===== src/rtl/riscv_pkg.sv =====
// Shared RV32I decode vocabulary: opcodes, control encodings and the
// decoded-control bundle passed between the decoder and the ID/EX register.
package riscv_pkg;

  localparam int REG_AW = 5;

  typedef enum logic [6:0] {
    OP_LW  = 7'b0000011,
    OP_SW  = 7'b0100011,
    OP_R   = 7'b0110011,
    OP_I   = 7'b0010011,
    OP_BEQ = 7'b1100011,
    OP_JAL = 7'b1101111
  } opcode_e;

  typedef enum logic [2:0] {
    ALU_ADD = 3'b000,
    ALU_SUB = 3'b001,
    ALU_AND = 3'b010,
    ALU_OR  = 3'b011,
    ALU_SLT = 3'b101
  } alu_ctrl_e;

  typedef enum logic [1:0] {
    RES_ALU = 2'b00,
    RES_MEM = 2'b01,
    RES_PC4 = 2'b10
  } result_src_e;

  typedef enum logic [1:0] {
    IMM_I = 2'b00,
    IMM_S = 2'b01,
    IMM_B = 2'b10,
    IMM_J = 2'b11
  } imm_src_e;

  typedef enum logic [1:0] {
    ALUOP_ADD   = 2'b00,
    ALUOP_SUB   = 2'b01,
    ALUOP_FUNCT = 2'b10
  } alu_op_e;

  // imm_en separates "no immediate" from IMM_I, which shares the 00 code.
  typedef struct packed {
    logic        reg_write;
    logic        mem_write;
    logic        jump;
    logic        branch;
    logic        alu_src;
    result_src_e result_src;
    alu_op_e     alu_op;
    imm_src_e    imm_src;
    logic        imm_en;
  } ctrl_t;

endpackage


===== src/rtl/register_file.sv =====
// 32x32 architectural register file: x0 reads zero, two combinational read
// ports with write-first bypass, one write port on the rising edge.
module register_file #(
  parameter  int XLEN  = 32,
  parameter  int NREGS = 32,
  localparam int AW    = $clog2(NREGS)
) (
  input  logic            clk,
  input  logic            rst,
  input  logic [AW-1:0]   A1,
  input  logic [AW-1:0]   A2,
  input  logic [AW-1:0]   A3,
  input  logic            WE3,
  input  logic [XLEN-1:0] WD3,
  output logic [XLEN-1:0] RD1,
  output logic [XLEN-1:0] RD2
);

  logic [XLEN-1:0] r_regs [1:NREGS-1];
  logic            w_wr_valid;

  assign w_wr_valid = WE3 && (A3 != '0);

  // NOTE: the storage is reset element by element so it builds from flops;
  // a reset on an array prevents mapping it onto a RAM macro.
  always_ff @(posedge clk or negedge rst) begin
    if (!rst) begin
      for (int i = 1; i < NREGS; i++) r_regs[i] <= '0;
    end else if (w_wr_valid) begin
      r_regs[A3] <= WD3;
    end
  end

  // A same-cycle write to the register being read wins over the stored value.
  always_comb begin
    RD1 = '0;
    RD2 = '0;
    if (A1 != '0) RD1 = (w_wr_valid && A3 == A1) ? WD3 : r_regs[A1];
    if (A2 != '0) RD2 = (w_wr_valid && A3 == A2) ? WD3 : r_regs[A2];
  end

endmodule


===== src/rtl/decode_cycle.sv =====
// RV32I decode stage: control decode, register read, immediate extension,
// all captured in the ID/EX pipeline register (cleared on flush).
module decode_cycle
  import riscv_pkg::*;
#(
  parameter int XLEN  = 32,
  parameter int NREGS = 32
) (
  input  logic              clk,
  input  logic              rst,
  input  logic [31:0]       InstrD,
  input  logic [XLEN-1:0]   PCD,
  input  logic [XLEN-1:0]   PCPlus4D,
  input  logic              RegWriteW,
  input  logic [REG_AW-1:0] RdW,
  input  logic [XLEN-1:0]   ResultW,
  input  logic              FlushE,
  output logic [REG_AW-1:0] Rs1D,
  output logic [REG_AW-1:0] Rs2D,
  output logic              RegWriteE,
  output logic              MemWriteE,
  output logic              JumpE,
  output logic              BranchE,
  output logic              ALUSrcE,
  output logic [1:0]        ResultSrcE,
  output logic [2:0]        ALUControlE,
  output logic [XLEN-1:0]   RD1E,
  output logic [XLEN-1:0]   RD2E,
  output logic [XLEN-1:0]   ImmExtE,
  output logic [XLEN-1:0]   PCE,
  output logic [XLEN-1:0]   PCPlus4E,
  output logic [REG_AW-1:0] RdE,
  output logic [REG_AW-1:0] Rs1E,
  output logic [REG_AW-1:0] Rs2E
);

  typedef struct packed {
    ctrl_t             ctrl;
    alu_ctrl_e         alu_ctrl;
    logic [XLEN-1:0]   rd1;
    logic [XLEN-1:0]   rd2;
    logic [XLEN-1:0]   imm;
    logic [XLEN-1:0]   pc;
    logic [XLEN-1:0]   pc_plus4;
    logic [REG_AW-1:0] rd;
    logic [REG_AW-1:0] rs1;
    logic [REG_AW-1:0] rs2;
  } idex_t;

  ctrl_t           w_ctrl;
  alu_ctrl_e       w_alu_ctrl;
  logic [XLEN-1:0] w_imm;
  logic [XLEN-1:0] w_rd1;
  logic [XLEN-1:0] w_rd2;
  idex_t           w_idex;
  idex_t           r_idex;

  assign Rs1D = InstrD[19:15];
  assign Rs2D = InstrD[24:20];

  register_file #(
    .XLEN  (XLEN),
    .NREGS (NREGS)
  ) u_register_file (
    .clk (clk),
    .rst (rst),
    .A1  (Rs1D),
    .A2  (Rs2D),
    .A3  (RdW),
    .WE3 (RegWriteW),
    .WD3 (ResultW),
    .RD1 (w_rd1),
    .RD2 (w_rd2)
  );

  // NOTE: every combinational output gets a default first so no path
  // through the case leaves it unassigned and infers a latch.
  always_comb begin
    w_ctrl = '0;
    case (InstrD[6:0])
      OP_LW: begin
        w_ctrl.reg_write  = 1'b1;
        w_ctrl.alu_src    = 1'b1;
        w_ctrl.result_src = RES_MEM;
        w_ctrl.imm_src    = IMM_I;
        w_ctrl.imm_en     = 1'b1;
      end
      OP_SW: begin
        w_ctrl.mem_write = 1'b1;
        w_ctrl.alu_src   = 1'b1;
        w_ctrl.imm_src   = IMM_S;
        w_ctrl.imm_en    = 1'b1;
      end
      OP_R: begin
        w_ctrl.reg_write = 1'b1;
        w_ctrl.alu_op    = ALUOP_FUNCT;
      end
      OP_I: begin
        w_ctrl.reg_write = 1'b1;
        w_ctrl.alu_src   = 1'b1;
        w_ctrl.alu_op    = ALUOP_FUNCT;
        w_ctrl.imm_src   = IMM_I;
        w_ctrl.imm_en    = 1'b1;
      end
      OP_BEQ: begin
        w_ctrl.branch  = 1'b1;
        w_ctrl.alu_op  = ALUOP_SUB;
        w_ctrl.imm_src = IMM_B;
        w_ctrl.imm_en  = 1'b1;
      end
      OP_JAL: begin
        w_ctrl.reg_write  = 1'b1;
        w_ctrl.jump       = 1'b1;
        w_ctrl.result_src = RES_PC4;
        w_ctrl.imm_src    = IMM_J;
        w_ctrl.imm_en     = 1'b1;
      end
      default: w_ctrl = '0;
    endcase
  end

  // Only R-type may subtract via funct7[5]; addi with bit 30 set stays add.
  always_comb begin
    w_alu_ctrl = ALU_ADD;
    case (w_ctrl.alu_op)
      ALUOP_SUB: w_alu_ctrl = ALU_SUB;
      ALUOP_FUNCT: begin
        case (InstrD[14:12])
          3'b000:  w_alu_ctrl = (InstrD[6:0] == OP_R && InstrD[30]) ? ALU_SUB : ALU_ADD;
          3'b010:  w_alu_ctrl = ALU_SLT;
          3'b110:  w_alu_ctrl = ALU_OR;
          3'b111:  w_alu_ctrl = ALU_AND;
          default: w_alu_ctrl = ALU_ADD;
        endcase
      end
      default: w_alu_ctrl = ALU_ADD;
    endcase
  end

  always_comb begin
    w_imm = '0;
    if (w_ctrl.imm_en) begin
      case (w_ctrl.imm_src)
        IMM_I: w_imm = {{(XLEN-12){InstrD[31]}}, InstrD[31:20]};
        IMM_S: w_imm = {{(XLEN-12){InstrD[31]}}, InstrD[31:25], InstrD[11:7]};
        IMM_B: w_imm = {{(XLEN-12){InstrD[31]}}, InstrD[7], InstrD[30:25],
                        InstrD[11:8], 1'b0};
        IMM_J: w_imm = {{(XLEN-20){InstrD[31]}}, InstrD[19:12], InstrD[20],
                        InstrD[30:21], 1'b0};
        default: w_imm = '0;
      endcase
    end
  end

  always_comb begin
    w_idex          = '0;
    w_idex.ctrl     = w_ctrl;
    w_idex.alu_ctrl = w_alu_ctrl;
    w_idex.rd1      = w_rd1;
    w_idex.rd2      = w_rd2;
    w_idex.imm      = w_imm;
    w_idex.pc       = PCD;
    w_idex.pc_plus4 = PCPlus4D;
    w_idex.rd       = InstrD[11:7];
    w_idex.rs1      = Rs1D;
    w_idex.rs2      = Rs2D;
  end

  // NOTE: sequential state uses non-blocking assignments so every flop
  // samples its inputs as they stood before the edge.
  always_ff @(posedge clk or negedge rst) begin
    if (!rst) begin
      r_idex <= '0;
    end else if (FlushE) begin
      r_idex <= '0;
    end else begin
      r_idex <= w_idex;
    end
  end

  assign RegWriteE   = r_idex.ctrl.reg_write;
  assign MemWriteE   = r_idex.ctrl.mem_write;
  assign JumpE       = r_idex.ctrl.jump;
  assign BranchE     = r_idex.ctrl.branch;
  assign ALUSrcE     = r_idex.ctrl.alu_src;
  assign ResultSrcE  = r_idex.ctrl.result_src;
  assign ALUControlE = r_idex.alu_ctrl;
  assign RD1E        = r_idex.rd1;
  assign RD2E        = r_idex.rd2;
  assign ImmExtE     = r_idex.imm;
  assign PCE         = r_idex.pc;
  assign PCPlus4E    = r_idex.pc_plus4;
  assign RdE         = r_idex.rd;
  assign Rs1E        = r_idex.rs1;
  assign Rs2E        = r_idex.rs2;

endmodule


===== config.mk =====
export PLATFORM = sky130hd
export DESIGN_NAME = decode_cycle
export DESIGN_NICKNAME = d
export VERILOG_FILES = /design/src/rtl/riscv_pkg.sv /design/src/rtl/register_file.sv /design/src/rtl/decode_cycle.sv
export SDC_FILE = /design/constraint.sdc
export NUM_CORES = 2
export LEC_CHECK = 0
export ABC_CLOCK_PERIOD_IN_PS = 1700
export CAP_MARGIN = 20
export CORE_MARGIN = 2
export CORE_UTILIZATION = 55
export DETAILED_ROUTE_END_ITERATION = 8
export HOLD_SLACK_MARGIN = 0.05
export PLACE_DENSITY = 0.84
export SETUP_SLACK_MARGIN = 0.02
export SYNTH_ARGS = -nofsm -noshare
export SYNTH_HDL_FRONTEND = slang
export SYNTH_SLANG_ARGS = --single-unit
export TNS_END_PERCENT = 10

===== constraint.sdc =====
create_clock -name clk -period 1.7 [get_ports clk]
set_input_delay 0.255 -clock clk [delete_from_list [all_inputs] [get_ports clk]]
set_output_delay 0.255 -clock clk [all_outputs]
set_load 0.01 [all_outputs]

==> After elaboration in Yosys (flattened, before gate mapping) <==
Cells that the tools add are included.
{ "classes": {"n_addsub": 0, "multipliers": 0, "div": 0, "order_cmp": 4, "eq_ne": 16, "shift": 0, "n_mux": 27, "n_bitwise": 3, "n_reduce_logical": 14} }
{ "ops": {"columns": ["operator", "count"], "rows": [
  ["992-bit bitwise mux", 1],
  ["32-bit binary-select mux with 5-bit select", 2],
  ["32-bit two-way mux", 10],
  ["190-bit two-way mux", 1],
  ["32-bit demux with 5-bit select", 1],
  ["32-bit one-hot mux with 4 select lines", 1],
  ["3-bit one-hot mux with 4 select lines", 2],
  ["6-bit greater-or-equal comparator, second input constant", 3],
  ["5-bit inverter with 6-bit output", 3],
  ["5-bit nonzero test", 3],
  ["7-bit by 6-bit equality test with 1-bit output, second input constant", 2],
  ["7-bit equality test, second input constant", 2],
  ["5-bit equality test", 2],
  ["2-bit one-hot mux with 2 select lines", 2],
  ["7-bit by 2-bit equality test with 1-bit output, second input constant", 1],
  ["7-bit by 5-bit equality test with 1-bit output, second input constant", 1],
  ["2-bit equality test, second input constant", 3],
  ["3-bit equality test, second input constant", 2],
  ["6-bit by 1-bit less-than comparator with 1-bit output, second input constant", 1],
  ["1-bit two-way mux", 6],
  ["3-bit one-hot mux with 2 select lines", 1],
  ["1-bit logical AND", 5],
  ["2-bit by 1-bit equality test with 1-bit output, second input constant", 2],
  ["2-bit OR reduction", 2],
  ["other kinds (5)", 5]
]} }
{ "totals": {"register_bits": 1177, "latch_bits": 0, "mem_bits_rw": 0, "romBits": 0, "in_bits": 137, "output_inout_bits": 195, "word_cells": 110, "mem_count": 0} }

==> Longest topological paths before layout <==
{ "depth": {"word_depth": 7, "ltp_mapped": 9, "depth_no_buf": 7} }

==> By module <==
Synthesis repeated with hierarchy kept, for this count alone.
{ "unflattened": {"cells_unflattened": 4080, "area_unflattened_um2": 59452.0} }
{ "by_module_without_submodules": {"columns": ["module", "instances", "cells_per_inst", "area_per_inst_um2", "seq_area_each_um2"], "rows": [
  ["register_file", 1, 3633, 53400.0, 24823.8],
  ["decode_cycle", 1, 447, 6052.1, 4329.2]
]} }

==> Worst setup path before layout <==
Ideal clock, no wire load.
{ "synth_path": {"path_type": "input to register", "start": "input InstrD[17]", "end": "register r_idex, in the netlist RD1E[19]", "setup_ps": 126, "t_arrival_ps": 1872, "t_required_ps": 1574, "path_slack_ps": -298, "cell_stages": 7, "path_buffers": 3, "cell_sequence": "buf_2 -> buf_2 -> clkbuf_1 -> mux4_2 -> a211oi_1 -> a21oi_1 -> a221o_1"} }
{ "synth_via": {"elab_chain_cells": 7, "word_cells_on_any_way": 10, "cone_classes": "eq/ne: 1; mux: 6; bitwise: 1; reduce/logical: 2"} }
{ "synth_lines": {"columns": ["element", "line_no", "rtl"], "rows": [
  ["from (decl)", "decode_cycle.sv:11", "input logic [31:0] InstrD,"],
  ["5-bit inverter with 6-bit output (not written as such)", "register_file.sv:38", "if (A1 != '0) RD1 = (w_wr_valid && A3 == A1) ? WD3 : r_regs[A1];"],
  ["32-bit binary-select mux with 5-bit select", "register_file.sv:38", null],
  ["32-bit two-way mux (not written as such) (2 in series)", "register_file.sv:38", null],
  ["32-bit two-way mux", "register_file.sv:38", null],
  ["32-bit two-way mux (*)", "register_file.sv:38", null],
  ["190-bit two-way mux (*)", "decode_cycle.sv:174", "end else if (FlushE) begin"],
  ["to (signal assigned)", "decode_cycle.sv:177", "r_idex <= w_idex;"],
  ["to (decl)", "decode_cycle.sv:56", "idex_t r_idex;"]
]} }
Mark *: on every way between the ends. The rest lies on a longest branch, timed or not. The select of a mux whose other input is x is not followed.
A chain may end at the register's enable or synchronous reset.

==> Final worst setup path <==
{ "layout_path": {"start": "register u_register_file.r_regs[580] (netlist name)", "end": "register r_idex, in the netlist RD2E[4]"} }
{ "layout_via": {"elab_chain_cells": 6} }
{ "layout_lines": {"columns": ["element", "line_no", "rtl"], "rows": [
  ["from (decl)", "register_file.sv:19", "logic [XLEN-1:0] r_regs [1:NREGS-1];"],
  ["from (signal, indexed assignment)", "register_file.sv:30", "r_regs[A3] <= WD3;"],
  ["32-bit binary-select mux with 5-bit select", "register_file.sv:39", "if (A2 != '0) RD2 = (w_wr_valid && A3 == A2) ? WD3 : r_regs[A2];"],
  ["32-bit two-way mux (not written as such) (2 in series)", "register_file.sv:39", null],
  ["32-bit two-way mux (2 in series)", "register_file.sv:39", null],
  ["190-bit two-way mux", "decode_cycle.sv:174", null]
]} }
No other way between the ends. The select of a mux whose other input is x is not followed.

==> results.py <==
metrics = {
    "setup_path": {
        "timing.critical_path.buf_inv": 1,
        "worst_ep_required_time_ps": 2310,
        "cp.depth": 6,
        "slowest_stage": "mux4_2",
        "rr_worst_depth": 6,
        "cp-start-kind": "flop",
        "cp_top_family": "compound AO/OA/AOI/OAI gates",
        "startpoint": "u_register_file.r_regs[580]",
        "worst_setup_path_end_kind": "flop",
        "crit_path_cell_trace": "mux4_2 > a22o_1 > a222oi_1 > buf_4 > nand4_1 > o211a_1",
        "cp.arrival_ps": 2520,
        "path_class": "flop to flop",
        "slowest_delay_ps": 460,
        "rr_startpoint": "u_register_file.r_regs[580]",
        "worstPathMaxFanout": 2,
    },
    "floorplanning": {
        "chipHeight_um": 333.0,
        "start_util_pct": 55.53,
        "die-area_mm2": 0.1109,
        "coreArea_mm2": 0.1072,
        "row_count": 120,
        "pin_count": 332,
        "die_w_um": 333.0,
    },
    "sta": {
        "clock_skew_ps": 32.81,
        "tightest_slew_ps": 805.8,
        "slew_headroom_pct": 46.17,
        "rsz0062_at_grt": "true",
        "hold_ws_ps": 83.49,
        "fin_crit_ps": 1909,
        "slew_viol_final": 0,
        "setup_tns_ps": -2601,
        "finalSetupViolCount": 33,
        "setup_ws_ps": -209.5,
        "hold_violations": 0,
        "max_freq_mhz": 523.7,
        "fin_crit_sh_pct": 112.3,
    },
    "placement": {
        "hpwl_um": 141700,
        "io_buffer_count": 331,
        "place_congestion": 0.9633,
        "placed_area_mm2": 0.07038,
    },
    "clocking": {
        "cts_tree": "done",
        "htree_levels": 3,
        "clkTransAtPathRegs_ps": 60,
        "cts_num_sinks": 1165,
        "clk_latency_ps": 740,
        "cts_root_buffer": "clkbuf_16",
        "cts_made_buffers": 116,
        "cts_buffer_depth": 3,
    },
    "grt": {
        "grt_max_degree": 97,
        "overflow": 0,
        "antenna_found_initial": 10,
        "grt_pass1_wl_um": 314800,
        "first_global_vias": 47943,
        "grtUsageTotal_pct": 38.44,
    },
    "synthesis": {
        "syn_inst": 4186,
        "synth-seq-area-share_pct": 48.97,
        "syn_area_per_cell_um2": 14.22,
        "synth_flop_cell": "dfrtp_1",
        "synth_async_sr_flop_share_pct": 100.0,
        "synth_nets": 4325,
        "ys_seq_elements": 1165,
        "ys_warn_count": 0,
        "synth_edf_count": 0,
        "ys_types": 68,
        "syn_area_mm2": 0.05953,
    },
    "detailed_routing": {
        "wl_per_cell_um": 34.21,
        "via_per_inst": 7.240,
        "dr.first_iter.drc_count": 6769,
        "drc_errors": 8,
        "finalWirelength_um": 219800,
        "num_vias": 46520,
        "ant_nets": 0,
        "dr.pass1.iters": 9,
    },
    "pwr": {
        "sw_frac_of_total_pct": 28.50,
        "power_density_mw_per_mm2": 1107,
        "p_total_uw": 82940,
        "internal_power_uw": 59300,
        "irDropWorstVdd_mv": 0.8495,
        "power.share.combinational_pct": 22.4,
        "leakage_uw": 0.03346,
        "p_seq_share_pct": 44.3,
        "clkPwrFrac_pct": 33.3,
        "power.switching_uw": 23640,
    },
    "layout": {
        "drive_gt1_share_pct": 52.61,
        "utilization_pct": 69.89,
        "flow.area_growth_from_synthesis_pct": 25.86,
        "final_nets": 5067,
        "final_area_mm2": 0.07492,
    },
    "job": {
        "maxCapViolCount": 0,
    },
    "status": {
        "status": "complete, but fails checks",
        "failed_checks": "design-rule violations, negative setup slack",
    },
    "hold_path": {
        "min-delay-start": "InstrD[29]",
        "hold_path.class": "input port to flop",
        "holdPathStages": 2,
    },
}
==> routing by layer <==
layer	global-route usage [%]	part of all wire, %
met2	56.61	44
met4	28.73	8.7
met3	13.60	14
met5	0	0.025
met1	46.73	33
==> state kept, by name, indices dropped and copies added (netlist names), 3 cells and up <==
name                    flops
ALUControlE                 3
ImmExtE                    21
PCE                        32
PCPlus4E                   32
RD1E                       32
RD2E                       32
RdE                         5
Rs1E                        5
Rs2E                        5
u_register_file.r_regs    992
==> area by class of cell <==
type / count / area (um^2)
antenna: 6 / 15.01
clock buffer: 159 / 3400
clock inverter: 47 / 638.1
fill: 6469 / 32280
inverter: 10 / 38.79
multi-input combinational: 2564 / 28820
sequential: 1165 / 29180
tap: 1403 / 1755
timing repair buffer: 1071 / 11080
==> per-stage QoR <==
stage          std cells  worst slack (ps)
5_1_grt             6420            -270.9
2_1_floorplan       4186            -94.54
3_5_place_dp        6200            -902.3
4_1_cts             6412            -190.1
3_3_place_gp        6200            -856.8
6_report            6425            -209.5
==> timing repair <==
action / in CTS / in global routing
gates resized for setup: 441 / 99
pin swaps: 29 / 39
endpoints found under the hold margin: 740 / 0
endpoints found under the setup margin: 240 / 160
hold buffers: 4 / 0
setup buffers: 2 / 7
==> cells by family (layout without fill, tap and decap cells) <==
family / after synthesis / after routing / synth area share [%]
xor gates and xnor gates: 10 / 10 / 0.1471
buffers and inverters: 457 / 1287 / 3.907
muxes: 1585 / 1585 / 37.11
and+or+nand+nor: 488 / 488 / 4.111
DFF: 1165 / 1165 / 48.97
other: 0 / 6 / 0
adders and majority gates: 2 / 2 / 0.04203
AOI/OAI and AO/OA: 479 / 479 / 5.711
==> cell usage in the layout, fill, tap and decap left out, types with 69 or more instances in the layout <==
| master | synthesis | final |
|---|---|---|
| mux4_2 | 387 | 387 |
| dlygate4sd2_1 | 0 | 114 |
| nand2_1 | 147 | 129 |
| buf_4 | 65 | 537 |
| nor2b_1 | 109 | 102 |
| a22oi_1 | 88 | 69 |
| dfrtp_1 | 1165 | 1146 |
| mux2i_1 | 94 | 84 |
| clkbuf_16 | 0 | 120 |
| a21oi_1 | 85 | 72 |
| mux2_2 | 1087 | 1087 |
| clkdlybuf4s50_1 | 0 | 128 |
| nor2_1 | 87 | 71 |
| buf_12 | 1 | 195 |
==> power groups by stage <==
stage               registers [uW]  clock network (uW)  logic (uW)
finish                       36800               27600       18600
global route                 37000               28700       19300
CTS                          36300               27500       17800
detailed placement           36600                   0       17400
global placement             36100                   0       16800
floorplan                    35400                   0       11100
==> worst paths after layout <==
kind	to	slack [ps]
max in group asynchronous	u_register_file.r_regs[958]	910
min	ImmExtE[9]	80
min reg2reg	u_register_file.r_regs[636]	520
max	RD2E[4]	-210
min in group asynchronous	PCPlus4E[20]	210
max reg2reg	RD2E[4]	-210
==> cells in the mapped netlist (65+ instances only) <==
library cell	n	area [um^2]
a21oi_1	85	425.4
mux4_2	387	8716
buf_2	141	705.7
buf_4	65	488.0
mux2i_1	94	940.9
nor2_1	87	326.6
dfrtp_1	1165	29150
nand2_1	147	551.8
nor2b_1	109	681.9
clkbuf_1	172	645.6
a22oi_1	88	660.6
mux2_2	1087	12240
Note: power is estimated with default switching activity, not from simulation.
